`src/rtl/fb_access_scheduler.sv`:
```
// Framebuffer access scheduler: arbitrates scanout reads and draw writes onto a
// single-outstanding memory bus and defers buffer flips to end-of-frame.
// Optional FB_FLIP_COUNT_EN adds a 16-bit flip_count output.
module fb_access_scheduler #(
  parameter int MAX_SCAN_RUN = 8,
  parameter int ACK_TIMEOUT  = 64
) (
  input  logic        clk,
  input  logic        n_rst,
  input  logic        scan_req,
  input  logic [8:0]  scan_x,
  input  logic [7:0]  scan_y,
  output logic        scan_ack,
  output logic [31:0] scan_rdata,
  input  logic        scan_frame_end,
  input  logic        draw_req,
  input  logic [8:0]  draw_x,
  input  logic [7:0]  draw_y,
  input  logic [31:0] draw_wdata,
  output logic        draw_ack,
  input  logic        draw_frame_done,
  output logic        flip_pending,
  output logic        mem_req,
  output logic        mem_we,
  output logic        mem_back,
  output logic [8:0]  mem_x,
  output logic [7:0]  mem_y,
  output logic [31:0] mem_wdata,
  input  logic [31:0] mem_rdata,
  input  logic        mem_ack,
  output logic        flip_buffer,
  output logic        mem_error
`ifdef FB_FLIP_COUNT_EN
  ,
  output logic [15:0] flip_count
`endif
);

  typedef enum logic [1:0] {IDLE, SCAN_ACC, DRAW_ACC} state_t;

  state_t     state, state_next;
  logic [7:0] run_cnt;
  logic [7:0] wait_cnt;
  logic       frame_end_seen;
  logic       draw_elig, grant_scan, grant_draw, do_flip, done, abort;

  always_ff @(posedge clk or negedge n_rst) begin
    if (!n_rst) state <= IDLE;
    else        state <= state_next;
  end

  // The ack cycle is already IDLE, but the requester still holds req there,
  // so granting is suppressed until the ack pulse has gone.
  always_comb begin
    state_next = state;
    draw_elig  = draw_req && !flip_pending;
    grant_scan = 1'b0;
    grant_draw = 1'b0;
    do_flip    = 1'b0;
    done       = 1'b0;
    abort      = 1'b0;
    case (state)
      IDLE: begin
        if (flip_pending && frame_end_seen) begin
          do_flip = 1'b1;
        end else if (!(scan_ack || draw_ack)) begin
          if (draw_elig && (!scan_req || run_cnt >= 8'(MAX_SCAN_RUN))) begin
            grant_draw = 1'b1;
            state_next = DRAW_ACC;
          end else if (scan_req) begin
            grant_scan = 1'b1;
            state_next = SCAN_ACC;
          end
        end
      end
      SCAN_ACC, DRAW_ACC: begin
        if (mem_ack) begin
          done       = 1'b1;
          state_next = IDLE;
        end else if (wait_cnt == 8'(ACK_TIMEOUT - 1)) begin
          abort      = 1'b1;
          state_next = IDLE;
        end
      end
      default: state_next = IDLE;
    endcase
  end

  always_ff @(posedge clk or negedge n_rst) begin
    if (!n_rst) begin
      mem_req    <= 1'b0;
      mem_we     <= 1'b0;
      mem_back   <= 1'b0;
      mem_x      <= '0;
      mem_y      <= '0;
      mem_wdata  <= '0;
      wait_cnt   <= '0;
      scan_ack   <= 1'b0;
      draw_ack   <= 1'b0;
      scan_rdata <= '0;
      mem_error  <= 1'b0;
    end else begin
      scan_ack <= done && (state == SCAN_ACC);
      draw_ack <= done && (state == DRAW_ACC);
      if (grant_scan || grant_draw) begin
        mem_req   <= 1'b1;
        mem_we    <= grant_draw;
        mem_back  <= grant_draw;
        mem_x     <= grant_draw ? draw_x : scan_x;
        mem_y     <= grant_draw ? draw_y : scan_y;
        mem_wdata <= grant_draw ? draw_wdata : 32'h0;
        wait_cnt  <= '0;
      end else if (done || abort) begin
        mem_req <= 1'b0;
      end else if (mem_req) begin
        wait_cnt <= wait_cnt + 8'd1;
      end
      if (done && (state == SCAN_ACC)) scan_rdata <= mem_rdata;
      if (abort) mem_error <= 1'b1;
    end
  end

  // Any IDLE cycle consumes frame_end_seen: either it fires the flip or it is stale.
  always_ff @(posedge clk or negedge n_rst) begin
    if (!n_rst) begin
      run_cnt        <= '0;
      flip_pending   <= 1'b0;
      frame_end_seen <= 1'b0;
      flip_buffer    <= 1'b0;
    end else begin
      flip_buffer <= do_flip;
      if (grant_draw)
        run_cnt <= '0;
      else if (grant_scan && draw_elig && run_cnt != 8'hFF)
        run_cnt <= run_cnt + 8'd1;
      if (do_flip)              flip_pending <= 1'b0;
      else if (draw_frame_done) flip_pending <= 1'b1;
      if (scan_frame_end)       frame_end_seen <= 1'b1;
      else if (state == IDLE)   frame_end_seen <= 1'b0;
    end
  end

`ifdef FB_FLIP_COUNT_EN
  always_ff @(posedge clk or negedge n_rst) begin
    if (!n_rst)       flip_count <= '0;
    else if (do_flip) flip_count <= flip_count + 16'd1;
  end
`endif

endmodule

```
`config.mk`:
```
export PLATFORM = sky130hd
export DESIGN_NAME = fb_access_scheduler
export DESIGN_NICKNAME = d
export VERILOG_FILES = /design/src/rtl/fb_access_scheduler.sv
export SDC_FILE = /design/constraint.sdc
export NUM_CORES = 1
export LEC_CHECK = 0
export CORE_UTILIZATION = 45
export DETAILED_ROUTE_END_ITERATION = 8
export PLACE_DENSITY = 0.85
export SKIP_LAST_GASP = 1
export SYNTH_ARGS = -nofsm -noshare
export SYNTH_HDL_FRONTEND = slang
export SYNTH_SLANG_ARGS = --single-unit
```
`constraint.sdc`:
```
create_clock -name clk -period 2.5 [get_ports clk]
set_input_delay 0.25 -clock clk [delete_from_list [all_inputs] [get_ports clk]]
set_output_delay 0.25 -clock clk [all_outputs]
set_load 0.02 [all_outputs]
```
Yosys cells after proc, flatten, opt, wreduce, memory -nomap -nowiden

Cells that the tools add are included.

Add/subtract/negate cells: 2
$mul: 0
Divide/modulo/power cells: 0
Magnitude comparators: 1
Equal/unequal tests: 9
Shifts and indexed selects: 0
Muxes and demuxes: 37
Bitwise gates (word level): 0
Reduce and logical (&&, ||, !) cells: 22

Operators with widths:

| cell                                                                  | count |
|---|---|
| 8-bit 2-to-1 mux                                                      | 6 |
| 32-bit 2-to-1 mux                                                     | 1 |
| 1-bit 2-to-1 mux                                                      | 22 |
| 8-bit by 1-bit adder with 8-bit output, second input constant         | 2 |
| 2-bit 2-to-1 mux                                                      | 6 |
| 2-bit nonzero test                                                    | 5 |
| 9-bit 2-to-1 mux                                                      | 1 |
| 8-bit by 6-bit equality test with 1-bit output, second input constant | 1 |
| 8-bit by 4-bit >= comparator with 1-bit output, second input constant | 1 |
| 8-bit inequality test, second input constant                          | 1 |
| 1-bit logical AND                                                     | 7 |
| 2-bit inequality test, second input constant                          | 3 |
| 3-bit inequality test, second input constant                          | 2 |
| 1-bit logical OR                                                      | 4 |
| 2-bit one-hot mux with 2 select lines                                 | 1 |
| 4-bit AND reduction                                                   | 1 |
| 2-bit by 1-bit equality test with 1-bit output, second input constant | 1 |
| 2-bit equality test, second input constant                            | 1 |
| 1-bit zero test                                                       | 2 |
| 2-bit zero test                                                       | 1 |
| 2-bit AND reduction                                                   | 1 |
| 2-bit OR reduction                                                    | 1 |

Flip-flop bits (word level): 107
Bits in latches: 0
RAM bits: 0
ROM bits: 0
Input port bits: 105
Output and inout bits: 89
Word-level logic and storage cells: 86
Memories: 0

Longest topological paths before layout

Depth after elaboration: 11
Depth in mapped cells: 7
Gate-level depth less buffers: 6

Worst setup path after synthesis

Ideal clock, no wire load.

Path type: register -> register
From: register run_cnt[6]
To: register mem_x[0]
Data arrival time: 1,569 ps
Data required time: 2,374 ps
Path slack: 805 ps
Cell stages (with the launch flop): 7
Period minus slack after synthesis: 1,695 ps
Path through: dfrtp_1 -> nand2b_2 -> or4b_1 -> buf_2 -> buf_6 -> a31oi_1 -> a21oi_1

Cells in the longest elaborated chain, start to end: 8
Elaborated cells on any way between the ends: 13
Those cells by class: order compare: 1; mux: 9; reduce/logical: 3

Ends and longest elaborated chain:

| item                                                        | RTL line | text |
|---|---|---|
| start: declaration                                          | 42       | `logic [7:0] run_cnt;` |
| start signal: assignment                                    | 135      | `run_cnt <= run_cnt + 8'd1;` |
| 8-bit by 4-bit >= comparator with 1-bit output *            | 67       | `if (draw_elig && (!scan_req \|\| run_cnt >= 8'(MAX_SCAN_RUN))) begin` |
| 1-bit logical OR *                                          | 67       |  |
| 1-bit logical AND *                                         | 67       |  |
| 1-bit 2-to-1 mux                                            | 67       |  |
| 1-bit 2-to-1 mux                                            | 66       | `end else if (!(scan_ack \|\| draw_ack)) begin` |
| 1-bit 2-to-1 mux                                            | 64       | `if (flip_pending && frame_end_seen) begin` |
| 1-bit 2-to-1 mux                                            | 62       | `case (state)` |
| 9-bit 2-to-1 mux / 1-bit logical OR (equally long branches) | 109, 105 |  |
| end signal: assignment                                      | 109      | `mem_x <= grant_draw ? draw_x : scan_x;` |
| end: declaration                                            | 26       | `output logic [8:0] mem_x,` |

Mark *: on every way between the ends. The rest lies on a longest branch, timed or not.
A chain may end at the register's enable or synchronous reset.

Worst setup path after layout

From: register run_cnt[5]
To: register mem_x[4]

The elaborated chain is that of the path after synthesis.

==> impl_metrics.yaml <==
status:
  status: "finished clean"
sta:
  layout_worst_path_cycle_share_pct: 79.3
  worstMarginPinSlew_ns: 0.624
  hold_viol_final: 0
  min_period_ns: 1.98
  slew_viol_final: 0
  finalSetupViolations: 0
  rsz0062_at_grt: "false"
  max_freq_mhz: 504
  fin_skew_ns: 0.0118
  worst_slew_margin_rel_pct: 58.4
  tns_ns: 0
logic_synthesis:
  synthArstFlopShare_pct: 100
  synthCells: 356
  ys.flop_type: "dfrtp_1"
  synthesis.area_um2: 4390
  synth_edf_count: 0
  synth_top_area_share_pct: 60.9
  yosys_warnings: 0
  yosysUniqueCellTypes: 44
  ys_ff_latch: 107
  yosys.area.top_type: "dfrtp_1"
  syn_nets: 467
  syn_area_per_cell_um2: 12.3
  synthTopCellsByArea: "dfrtp_1, mux2_2, a22o_1"
  yosysSeqAreaShare_pct: 60.9
global_route:
  grt_pass1_vias: 3630
  grt_max_degree: 108
  antenna_found_initial: 0
  grt_first_pass_wirelength_um: 17700
  grtUsageTotal_pct: 22.7
  grt_overflow_total: 0
worst_setup_path:
  worstPathRequired_ns: 2.74
  rrSetupSlack_ns: 0.52
  crit_type: "reg -> reg"
  critPathMaxFanout: 18
  cp-start-kind: "register"
  cp-end-kind: "register"
  arrival_ns: 2.22
  worst_r2r_endpoint: "mem_x[4]"
  ff2ff_path_depth: 4
  rr_startpoint: "run_cnt[5]"
cts:
  postCtsSetupRepairBufs: 0
  clockBufferDepth: 2
  cts-root-buf: "clkbuf_8"
  path_clk_slew_ns: 0.09
  cts_tree: "built"
  cts_resized: 0
  clk_latency_ns: 0.36
  htree_levels: 3
  numCtsBuffers: 9
  cts.sinks: 107
power:
  cellInternalPower_uw: 4970
  p_sw_uw: 3030
  pwr-share-comb_pct: 51.1
  seqPwrFrac_pct: 36.4
  power.share.clock_pct: 12.5
  swShare_pct: 37.9
  p_per_area_nw_per_um2: 1200
  leakagePower_uw: 0.00286
  vdd_drop_max_v: 0.000653
place:
  dp_hpwl_um: 8070
  routabilityCongestion: 0.738
  port-buffer-count: 193
  dpl.cell_count: 666
die:
  die_x_um: 101
  pin_count: 194
  chipHeight_um: 101
  num_rows: 35
  dieArea_um2: 10200
  start_util_pct: 47.1
  core_um2: 9330
min_path:
  min-delay-start: "draw_frame_done"
  hold_path_depth: 3
  holdPathEnd: "flip_pending"
  hold_path_class: "in -> reg"
drt:
  wl_per_cell_um: 16.7
  wl_um: 11400
  vias_per_cell: 5.30
  drc_errors: 0
  via_count: 3618
  ant_nets: 0
  drt_iter0_drc: 113
  dr.pass1.iters: 4
flow_run:
  timing.max_cap.violations: 0
final_layout:
  fin_cells: 682
  fin_nets: 660
  area_growth_pct: 51.7
  drive_above_1_share_pct: 11.6
  antenna_cells: 0
  fillers: 683
[kinds of logic (layout without fill, tap and decap cells)]
group                    count (synthesis)  after routing  share of synthesized area [%]
buffers and inverters                   30            227                           3.08
multiplexers                            33             33                           8.43
flip-flops                             107            107                           60.9
AO/OA/AOI/OAI                          112            112                           17.2
AND/OR/NAND/NOR                         67             67                           8.49
adder cells (fa/ha/maj)                  6              6                           1.71
XOR/XNOR                                 1              1                          0.199
[worst max-delay path by stage]
stage                           from    endpoint  slack, ns
after floorplan           run_cnt[6]    mem_x[0]       0.81
after global routing      run_cnt[5]    mem_y[6]       0.37
after detailed placement    scan_req  run_cnt[2]       0.20
final                     run_cnt[5]    mem_x[4]       0.52
after global placement      scan_req    mem_y[0]       0.26
after CTS                 run_cnt[5]  run_cnt[2]       0.52
[layer usage]
metal,vias to the layer above,track usage [%],wire length (um)
met5,-,0,0
met4,0,8.70,161
met3,12,5.76,958
met2,182,38.3,5530
met1,1741,28.0,4710
li1,1683,-,-
[final cells by class]
type                            count  area, um^2  share of cell area [%]
Clock buffer                       10         128                    1.92
Clock inverter                      5        55.1                   0.826
Inverter                            7        26.3                   0.394
Multi-Input combinational cell    219        1580                    23.7
Sequential cell                   107        2680                    40.2
Tap cell                          129         161                    2.42
Timing Repair Buffer              205        2030                    30.5
[placed cells by master, fill, tap and decap left out, drive strengths merged, types with 2 or more instances in the layout]
cell type / netlist / routed
clkdlybuf4s50: 0 / 192
dfrtp: 107 / 107
mux2: 32 / 32
a22o: 32 / 32
o21ai: 26 / 26
nor2: 24 / 24
a21oi: 23 / 23
a31oi: 17 / 17
buf: 16 / 12
clkbuf: 7 / 10
nand2: 9 / 9
inv: 7 / 7
nand3: 7 / 7
or3: 6 / 6
ha: 6 / 6
and2: 5 / 5
and3: 3 / 3
a21o: 3 / 3
nor2b: 2 / 2
nand4: 2 / 2
or4b: 2 / 2
o211ai: 2 / 2
clkinvlp: 0 / 2
clkinv: 0 / 2
nor4b: 2 / 2
or2: 2 / 2
[cell usage after synthesis, types with 2 or more instances]
library cell and n:
nand4_1 2, ha_1 6, nor2b_1 2, o21ai_0 9, a22o_1 32, clkbuf_1 7
inv_1 7, a21oi_1 23, buf_2 9, and3_1 3, dfrtp_1 107, o21ai_1 17
or4b_1 2, nand3_1 7, mux2_2 32, a21o_1 3, buf_1 5, nand2_1 9
a31oi_1 17, o211ai_1 2, and2_1 5, or3_1 6, nor2_1 23
[sequential cells by signal (all words and copies together), names as in the netlist, 2 cells and up]
signal / flops
state: 2
wait_cnt: 8
run_cnt: 8
scan_rdata: 32
mem_y: 8
mem_x: 9
mem_wdata: 32
[stage by stage]
| stage | setup WS, ns | hold slack (ns) | total power, uW | cell area [um^2] | util, % |
|---|---|---|---|---|---|
| global placement | 0.260 | 0.357 | 6920 | 6470 | 69.4 |
| finish | 0.516 | 0.457 | 8010 | 6660 | 71.4 |
| global route | 0.367 | 0.449 | 8490 | 6660 | 71.4 |
| floorplan | 0.805 | -0.0456 | 5090 | 4390 | - |
| CTS | 0.516 | 0.439 | 8080 | 6660 | 71.4 |
| detailed placement | 0.198 | 0.372 | 7050 | 6470 | 69.4 |
[timing repair]
item / CTS / global route
endpoints found under the hold margin: 107 / 0
endpoints found under the setup margin: 0 / 0
hold buffers: 1 / 0
[power by group through the flow]
stage	Clock (uW)	Combinational [uW]	Sequential, uW
after floorplan	0	1370	3710
after global placement	0	4020	2900
after detailed placement	0	4120	2940
after CTS	1030	4130	2920
after global routing	1100	4390	3000
final	1000	4090	2910
[worst max-delay path: stages, from the launching register on]
cell and delay, ns:
dfrtp_1 0.38, nor2_1 0.30, or4b_1 0.80, a31oi_1 0.29, a21oi_1 0.09
No activity file was read; power rests on OpenSTA's default activity.
